<file path="src/rtl/fetch_unit_if.sv">
// Fetch-stage channel bundle: instruction-memory request/response,
// redirect from execute, and the {inst, pc} hand-off to decode.
interface fetch_unit_if;
  logic        imem_req_valid;
  logic [31:0] imem_req_addr;
  logic        imem_req_ready;
  logic        imem_rsp_valid;
  logic [31:0] imem_rsp_data;
  logic        redirect_valid;
  logic [31:0] redirect_pc;
  logic        dec_valid;
  logic [31:0] dec_inst;
  logic [31:0] dec_pc;
  logic        dec_ready;

  modport master (
    output imem_req_valid, imem_req_addr,
    input  imem_req_ready,
    input  imem_rsp_valid, imem_rsp_data,
    input  redirect_valid, redirect_pc,
    output dec_valid, dec_inst, dec_pc,
    input  dec_ready
  );

  modport slave (
    input  imem_req_valid, imem_req_addr,
    output imem_req_ready,
    output imem_rsp_valid, imem_rsp_data,
    output redirect_valid, redirect_pc,
    input  dec_valid, dec_inst, dec_pc,
    output dec_ready
  );
endinterface

</file>
<file path="src/rtl/fetch_unit.sv">
// Instruction fetch stage: owns the PC, issues credit-limited word fetches,
// tags in-order responses with their address and buffers them for decode.
// A redirect flushes buffered entries and discards responses still in flight.
module fetch_unit #(
  parameter logic [31:0] RESET_PC = 32'h0000_0000,
  parameter int unsigned DEPTH    = 2
) (
  input  logic         clk,
  input  logic         rst_n,
  fetch_unit_if.master bus
);
  localparam int unsigned AW      = $clog2(DEPTH);
  localparam int unsigned CW      = AW + 1;
  localparam logic [CW:0] DEPTH_W = (CW + 1)'(DEPTH);
  localparam logic [31:0] NOP     = 32'h0000_0013;

  typedef enum logic [1:0] {BOOT, RUN, DRAIN} state_t;

  state_t        state, state_nxt;
  logic [31:0]   pc;
  logic [CW-1:0] outstanding;
  logic [CW-1:0] drop;
  logic [CW-1:0] count;
  logic [31:0]   fifo_inst [DEPTH];
  logic [31:0]   fifo_pc   [DEPTH];
  logic [31:0]   infl_pc   [DEPTH];
  logic [AW-1:0] rd_ptr, wr_ptr;
  logic [AW-1:0] infl_rd, infl_wr;

  logic          redirect;
  logic          credit_ok;
  logic          req_valid;
  logic          req_fire;
  logic          rsp_keep;
  logic          rsp_drop;
  logic          dec_fire;
  logic [CW-1:0] drop_redir;

  assign redirect   = bus.redirect_valid;
  assign credit_ok  = ({1'b0, outstanding} + {1'b0, count}) < DEPTH_W;
  assign req_fire   = req_valid && bus.imem_req_ready;
  assign rsp_keep   = bus.imem_rsp_valid && (drop == '0) && !redirect;
  assign rsp_drop   = bus.imem_rsp_valid && (drop != '0);
  assign dec_fire   = (count != '0) && bus.dec_ready && !redirect;
  // A response landing in the redirect cycle is itself stale, so it is
  // subtracted here rather than counted into the drop budget.
  assign drop_redir = outstanding - CW'(bus.imem_rsp_valid);

  assign bus.imem_req_valid = req_valid;
  assign bus.imem_req_addr  = pc;
  assign bus.dec_valid      = (count != '0);
  assign bus.dec_inst       = fifo_inst[rd_ptr];
  assign bus.dec_pc         = fifo_pc[rd_ptr];

  // State register
  always_ff @(posedge clk) begin
    if (!rst_n) state <= BOOT;
    else        state <= state_nxt;
  end

  // Next-state selection and credit-gated request valid
  always_comb begin
    state_nxt = state;
    req_valid = 1'b0;
    case (state)
      BOOT:  state_nxt = RUN;
      RUN:   req_valid = credit_ok && !redirect;
      DRAIN: if (rsp_drop && (drop == CW'(1))) state_nxt = RUN;
      default: state_nxt = BOOT;
    endcase
    if (redirect) state_nxt = (drop_redir != '0) ? DRAIN : RUN;
  end

  // PC, in-flight/drop counters and buffer occupancy
  always_ff @(posedge clk) begin
    if (!rst_n) begin
      pc          <= RESET_PC;
      outstanding <= '0;
      drop        <= '0;
      count       <= '0;
    end else begin
      outstanding <= outstanding + CW'(req_fire) - CW'(bus.imem_rsp_valid);
      if (redirect) begin
        pc    <= {bus.redirect_pc[31:2], 2'b00};
        drop  <= drop_redir;
        count <= '0;
      end else begin
        if (req_fire) pc <= pc + 32'd4;
        if (rsp_drop) drop <= drop - CW'(1);
        count <= count + CW'(rsp_keep) - CW'(dec_fire);
      end
    end
  end

  // In-flight address queue: tags each kept response with its fetch PC
  always_ff @(posedge clk) begin
    if (!rst_n) begin
      infl_rd <= '0;
      infl_wr <= '0;
      for (int unsigned i = 0; i < DEPTH; i++) infl_pc[i] <= '0;
    end else if (redirect) begin
      infl_rd <= '0;
      infl_wr <= '0;
    end else begin
      if (req_fire) begin
        infl_pc[infl_wr] <= pc;
        infl_wr          <= infl_wr + AW'(1);
      end
      if (rsp_keep) infl_rd <= infl_rd + AW'(1);
    end
  end

  // Decode FIFO storage; reset contents give the NOP/0 idle outputs
  always_ff @(posedge clk) begin
    if (!rst_n) begin
      rd_ptr <= '0;
      wr_ptr <= '0;
      for (int unsigned i = 0; i < DEPTH; i++) begin
        fifo_inst[i] <= NOP;
        fifo_pc[i]   <= '0;
      end
    end else if (redirect) begin
      rd_ptr <= '0;
      wr_ptr <= '0;
    end else begin
      if (rsp_keep) begin
        fifo_inst[wr_ptr] <= bus.imem_rsp_data;
        fifo_pc[wr_ptr]   <= infl_pc[infl_rd];
        wr_ptr            <= wr_ptr + AW'(1);
      end
      if (dec_fire) rd_ptr <= rd_ptr + AW'(1);
    end
  end
endmodule

</file>
<file path="src/flat_wrapper.sv">
// flat-port wrapper written by rule: the top's interface ports become plain ports
module fetch_unit_flat 
#(
  parameter logic [31:0] RESET_PC = 32'h0000_0000,
  parameter int unsigned DEPTH    = 2
)
  (clk, rst_n, bus_imem_req_valid, bus_imem_req_addr, bus_imem_req_ready, bus_imem_rsp_valid, bus_imem_rsp_data, bus_redirect_valid, bus_redirect_pc, bus_dec_valid, bus_dec_inst, bus_dec_pc, bus_dec_ready);
  fetch_unit_if bus_i ();
  input  logic clk;
  input  logic rst_n;
  output wire logic [$bits(bus_i.imem_req_valid)-1:0] bus_imem_req_valid;
  output wire logic [$bits(bus_i.imem_req_addr)-1:0] bus_imem_req_addr;
  input wire logic [$bits(bus_i.imem_req_ready)-1:0] bus_imem_req_ready;
  input wire logic [$bits(bus_i.imem_rsp_valid)-1:0] bus_imem_rsp_valid;
  input wire logic [$bits(bus_i.imem_rsp_data)-1:0] bus_imem_rsp_data;
  input wire logic [$bits(bus_i.redirect_valid)-1:0] bus_redirect_valid;
  input wire logic [$bits(bus_i.redirect_pc)-1:0] bus_redirect_pc;
  output wire logic [$bits(bus_i.dec_valid)-1:0] bus_dec_valid;
  output wire logic [$bits(bus_i.dec_inst)-1:0] bus_dec_inst;
  output wire logic [$bits(bus_i.dec_pc)-1:0] bus_dec_pc;
  input wire logic [$bits(bus_i.dec_ready)-1:0] bus_dec_ready;
  assign bus_imem_req_valid = bus_i.imem_req_valid;
  assign bus_imem_req_addr = bus_i.imem_req_addr;
  assign bus_i.imem_req_ready = bus_imem_req_ready;
  assign bus_i.imem_rsp_valid = bus_imem_rsp_valid;
  assign bus_i.imem_rsp_data = bus_imem_rsp_data;
  assign bus_i.redirect_valid = bus_redirect_valid;
  assign bus_i.redirect_pc = bus_redirect_pc;
  assign bus_dec_valid = bus_i.dec_valid;
  assign bus_dec_inst = bus_i.dec_inst;
  assign bus_dec_pc = bus_i.dec_pc;
  assign bus_i.dec_ready = bus_dec_ready;
  fetch_unit #(.RESET_PC(RESET_PC), .DEPTH(DEPTH)) u_core (.clk(clk), .rst_n(rst_n), .bus(bus_i));
endmodule
</file>
<file path="config.mk">
export PLATFORM = sky130hd
export DESIGN_NAME = fetch_unit_flat
export DESIGN_NICKNAME = d
export VERILOG_FILES = /design/src/rtl/fetch_unit_if.sv /design/src/rtl/fetch_unit.sv /design/src/flat_wrapper.sv
export SDC_FILE = /design/constraint.sdc
export NUM_CORES = 1
export LEC_CHECK = 0
export BUFFER_PORTS_ARGS = -buffer_cell sky130_fd_sc_hd__buf_2
export CORE_ASPECT_RATIO = 1.2
export CORE_MARGIN = 5
export CORE_UTILIZATION = 57
export DETAILED_ROUTE_END_ITERATION = 10
export PLACE_DENSITY = 0.8
export SYNTH_ARGS = -nofsm -noshare
export SYNTH_HDL_FRONTEND = slang
export SYNTH_SLANG_ARGS = --single-unit
</file>
<file path="constraint.sdc">
create_clock -name clk -period 7.5 [get_ports clk]
set_input_delay 0.375 -clock clk [delete_from_list [all_inputs] [get_ports clk]]
set_output_delay 0.375 -clock clk [all_outputs]
set_load 0.01 [all_outputs]
</file>
* After elaboration in Yosys (flattened, before gate mapping) *
Memory sizes are Yosys's and may differ from the RTL's. A register that Yosys moved wholly into a read port is not among the register bits.
Cells that the tools add are included.

word-level totals
  bits in registers = 44
  bits in latches = 0
  memory bits (writable) = 192
  bits in read-only memories = 0
  output and inout bits = 98
  word-level logic and storage cells = 86
  memories = 3

operators by class
  add/subtract/negate cells = 12
  multipliers = 0
  div/mod/pow operators = 0
  $lt $le $gt $ge = 1
  equal/unequal tests = 5
  shifts and indexed selects = 0
  muxes and demuxes = 33
  bitwise operators = 1
  reduce and logical (&&, ||, !) cells = 21

memory list
  memory            depth  width  rd ports  clocked after Yosys merged registers in  write ports  RTL line          text
  u_core.fifo_inst  2      32     1         1                                        2            fetch_unit.sv:24  logic [31:0] fifo_inst [DEPTH];
  u_core.fifo_pc    2      32     1         1                                        2            fetch_unit.sv:25  logic [31:0] fifo_pc [DEPTH];
  u_core.infl_pc    2      32     1         1                                        2            fetch_unit.sv:26  logic [31:0] infl_pc [DEPTH];

operators by type and width
  kind                                                                           number
  32-bit two-way mux                                                             5
  32-bit OR reduction                                                            3
  32-bit by 3-bit adder with 32-bit output (second input constant)               1
  1-bit two-way mux                                                              22
  2-bit two-way mux                                                              5
  2-bit nonzero test                                                             5
  1-bit logical AND                                                              8
  2-bit case mux with 3 select lines                                             1
  2-bit by 1-bit subtractor with 2-bit output                                    3
  1-bit adder (second input constant)                                            4
  2-bit by 1-bit adder with 2-bit output                                         2
  2-bit by 1-bit == test with 1-bit output (second input constant)               2
  2-bit logical NOT                                                              2
  2-bit by 2-bit adder with 3-bit output                                         1
  3-bit by 2-bit less-than comparator with 1-bit output (second input constant)  1
  3-bit by 2-bit != test with 1-bit output (second input constant)               1
  2-bit == test (second input constant)                                          1
  2-bit != test (second input constant)                                          1
  2-bit AND reduction                                                            1
  2-bit OR reduction                                                             1
  2-bit by 1-bit subtractor with 2-bit output (second input constant)            1
  1-bit logical NOT                                                              1
  1-bit inverter                                                                 1

* Depth between registers and ports, before layout *
  depth in word-level cells = 11
  mapped depth = 10
  depth with buffers taken out = 9

* Worst setup path after synthesis *
OpenSTA, ideal clock, no wires.

  path type = input to register
  start = input bus_redirect_valid
  end = memory u_core.fifo_inst[0][0], enable pin
  arrival = 5.562 ns
  required time = 6.926 ns
  slack = 1.364 ns
  cell stages on the path = 4
  buffers on the path = 3
  path through = buf_2 > clkbuf_1 > buf_1 > o31ai_1

RTL lines
  item         RTL line            text
  from (decl)  flat_wrapper.sv:16  input wire logic [$bits(bus_i.redirect_valid)-1:0] bus_redirect_valid;
  to (decl)    fetch_unit.sv:24

==> summary.txt <==
Status
  • Status: finished clean

STA
  • Fin. max-slew vios: 0
  • Slew @ Worst Pin: 1030 ps
  • Minimum clock period: about 3400 ps
  • Clk_skew: about 10 ps
  • RSZ-0062 raised after global routing: no
  • Fmax: 294 MHz
  • Period Utilization, post-route: 45.3%
  • Final TNS setup: 0 ps
  • Relative slew slack: between 30% and 40%
  • Setup-failing EPs final: 0
  • Setup ws final: ~4000 ps
  • Final hold violation count: 0

Setup path
  • R2R Path Start: u_core.count[0]
  • Crit path required time: approximately 7900 ps
  • CP max FO: 38
  • Reg-to-Reg End: u_core.infl_pc[0][22]
  • CP startpoint kind: flop
  • CP Capture Type: flop
  • Type of the worst setup path: flop to flop
  • Worst r2r path cells: 10
  • R2R setup slack: 4100 ps
  • Worst Path Arrival: roughly 3800 ps

Global routing
  • Overflow after GRT: 0
  • Vias in the first global route: ~7000
  • Total track usage: 21.0%
  • First-pass GRT wire length: roughly 36000 µm
  • Initial antenna violation count: 0
  • Pin count of the biggest net entering global routing: between 60 and 70

Floorplanning
  • DIE AREA: 20800 µm²
  • Initial core utilization: roughly 58%
  • DIE HEIGHT: between 150 and 200 µm
  • Core footprint: 17600 µm²
  • Rows: 53
  • DIE WIDTH: approximately 130 µm
  • # IOs: between 150 and 200

Min path
  • Hold crit path type: primary input to flop
  • Hold Startpoint: bus_redirect_pc[2]
  • Hold endpoint: u_core.bus.imem_req_addr[2]
  • Hold Path Depth: 3

Detailed routing
  • Remaining antenna violation count: 0
  • Vias: roughly 7000
  • DRT met1 WL: 8720 µm
  • DR vias/cell: 5.68
  • Starting DRT DRC Count: approximately 430
  • # DRC: 0
  • DRT Wirelength: ~22000 µm
  • Metal3 WL: between 1500 and 2000 µm
  • Routed len/inst: 18.1 µm
  • Drt pass-1 iters: 6
  • Max Used Layer: met4
  • Met2 routed WL: 10900 µm

Placement
  • Routability Congestion: approximately 0.84
  • HPWL Detailed: 14100 µm
  • Number of port buffers: roughly 160
  • Worst slack, placed: approximately 4200 ps
  • Cell count after placement: between 1000 and 1500

Yosys
  • Share of the synthesized area in the top cell type: approximately 54%
  • Syn Inst Count: between 800 and 900
  • Post-synth ARST share: 0%
  • Avg Cell Area, Syn: 12.4 µm²
  • Synth Warn #: 0
  • Top cells by area, synth: edfxtp_1 54%, dfxtp_1 8.6%, and2_1 7.3%
  • Mapped Area: between 10000 and 15000 µm²
  • Post-synth EDFFs: 184
  • Synth Register Bits: approximately 230
  • Sequential area share after synthesis: between 60 and 70%
  • Netlist cell types: between 50 and 60
  • Ys flop type: edfxtp_1
  • Leading area contributor after synthesis: edfxtp_1

Pwr
  • Int Power: 2.18 mW
  • Max rail drop VDD: roughly 0.19 mV
  • Clock group share of total power: a little under 40%
  • Pleak: 4.69 nW
  • Switching pwr: around 0.63 mW
  • Seq pwr share: 52.5%
  • Overall Power: around 2.8 mW
  • Sw Share: between 20 and 25%
  • Comb power frac: approximately 9%
  • P per Cell Area: 235 nW/µm²

Clocking
  • Post-CTS Resized: 0
  • Hold buffers post-CTS: 0
  • Clk_lat worst skew: 490 ps
  • Clock buffer depth: 3
  • CTS tree: done
  • Clock root buffer: clkbuf_16
  • Worst-path clk slew: 60 ps
  • Cts bufs inserted: 22
  • CTS H-tree depth: 1
  • Postcts setup bufs: 0
  • CTS Sinks: 228

Run
  • Max-cap violations: 0

Cells and area
  • Fin nets: about 1100
  • Area grow syn2layout: 16.6%
  • Commonest non-fill, non-tap cell in the layout: edfxtp_1
  • Fraction of layout cells with a size suffix above 1: between 20% and 30%
  • Most frequent cells in the layout: 184 x edfxtp_1, 161 x buf_2, 120 x and2_1, 88 x nor2_1, 63 x mux2_2
  • Fin cells: 1210
  • Final design utilization: between 60% and 70%
  • Antenna cell count: 0
worst max-delay path: stages, from the launching register on:
cell and delay [ps]:
dfxtp_1 320, inv_1 50, nor2_1 130, fa_1 440, nor3_2 270, nand2_1 80, buf_4 260, inv_2 270
nand2_1 320, nor2_2 850, and2_1 250
stage by stage:
step                cell area (µm²)  hold slack, ps
floorplan                     10300             472
global placement              11200             486
detailed placement            11200             498
CTS                           12000             109
global route                  12000             124
finish                        12000             121
power by group through the flow:
stage / Clock [mW] / Combinational, mW / Sequential [mW]
3_3_place_gp: 0 / 0.249 / 1.50
6_report: 1.08 / 0.252 / 1.48
4_1_cts: 1.10 / 0.256 / 1.48
5_1_grt: 1.15 / 0.279 / 1.48
3_5_place_dp: 0 / 0.253 / 1.50
2_1_floorplan: 0 / 0.158 / 1.50
metal layers:
layer  vias to the layer above  GRT usage [%]
li1                       3250              -
met5                         -              0
met1                      3289           26.5
met3                        32           3.90
met2                       296           37.4
met4                         0           5.89
state kept, by name, indices dropped and copies added, names as in the netlist, named ones only:
register                  flops
u_core.rd_ptr                 1
u_core.bus.imem_req_addr     30
u_core.outstanding            2
u_core.wr_ptr                 1
u_core.drop                   2
u_core.fifo_pc               60
u_core.fifo_inst             64
u_core.state                  2
u_core.count                  2
u_core.infl_pc               60
u_core.infl_wr                1
u_core.infl_rd                1
layout make-up:
cell class	instances	area [µm²]
Clock buffer	30	612
Clock inverter	10	100
Fill cell	1272	5690
Inverter	14	52.6
Multi-Input combinational cell	534	3600
Sequential cell	228	6410
Tap cell	220	275
Timing Repair Buffer	174	903
Yosys cell counts (4+ instances only):
cell      number
a21oi_1       23
a31oi_1       16
and2_1       120
and3_1        11
buf_1          6
buf_2          7
buf_4          4
clkbuf_1      40
dfxtp_1       44
edfxtp_1     184
ha_1           7
inv_1         13
mux2_2        63
mux2i_1       30
nand2_1       32
nand2b_1       7
nand3_1       20
nand4_1       14
nor2_1        89
nor3_1         8
nor4_1         7
o21ai_0       17
o22ai_1        5
xnor2_1        5
xor2_1        12
cell families (layout without fill, tap and decap cells):
| group | after synthesis | after routing | synth area share [%] |
|---|---|---|---|
| fa+ha+maj | 8 | 8 | 1.05 |
| xor+xnor | 17 | 17 | 1.45 |
| compound gates | 82 | 82 | 4.93 |
| mux | 93 | 93 | 9.85 |
| flops | 228 | 228 | 62.5 |
| other cells | 1 | 4 | 0.0366 |
| buf+inv | 71 | 228 | 2.83 |
| simple gates | 330 | 330 | 17.4 |
how the worst max path moves through the flow:
stage / depth (start not counted) / startpoint / end
finish: 10 / u_core.count[0] / u_core.infl_pc[0][22]
global route: 10 / u_core.count[0] / u_core.infl_pc[0][22]
CTS: 10 / u_core.count[0] / u_core.infl_pc[0][8]
detailed placement: 10 / u_core.count[0] / u_core.infl_pc[0][22]
global placement: 10 / u_core.count[0] / u_core.infl_pc[0][22]
floorplan: 4 / bus_redirect_valid / u_core.fifo_inst[0][0]
No activity file was read; power rests on OpenSTA's default activity.
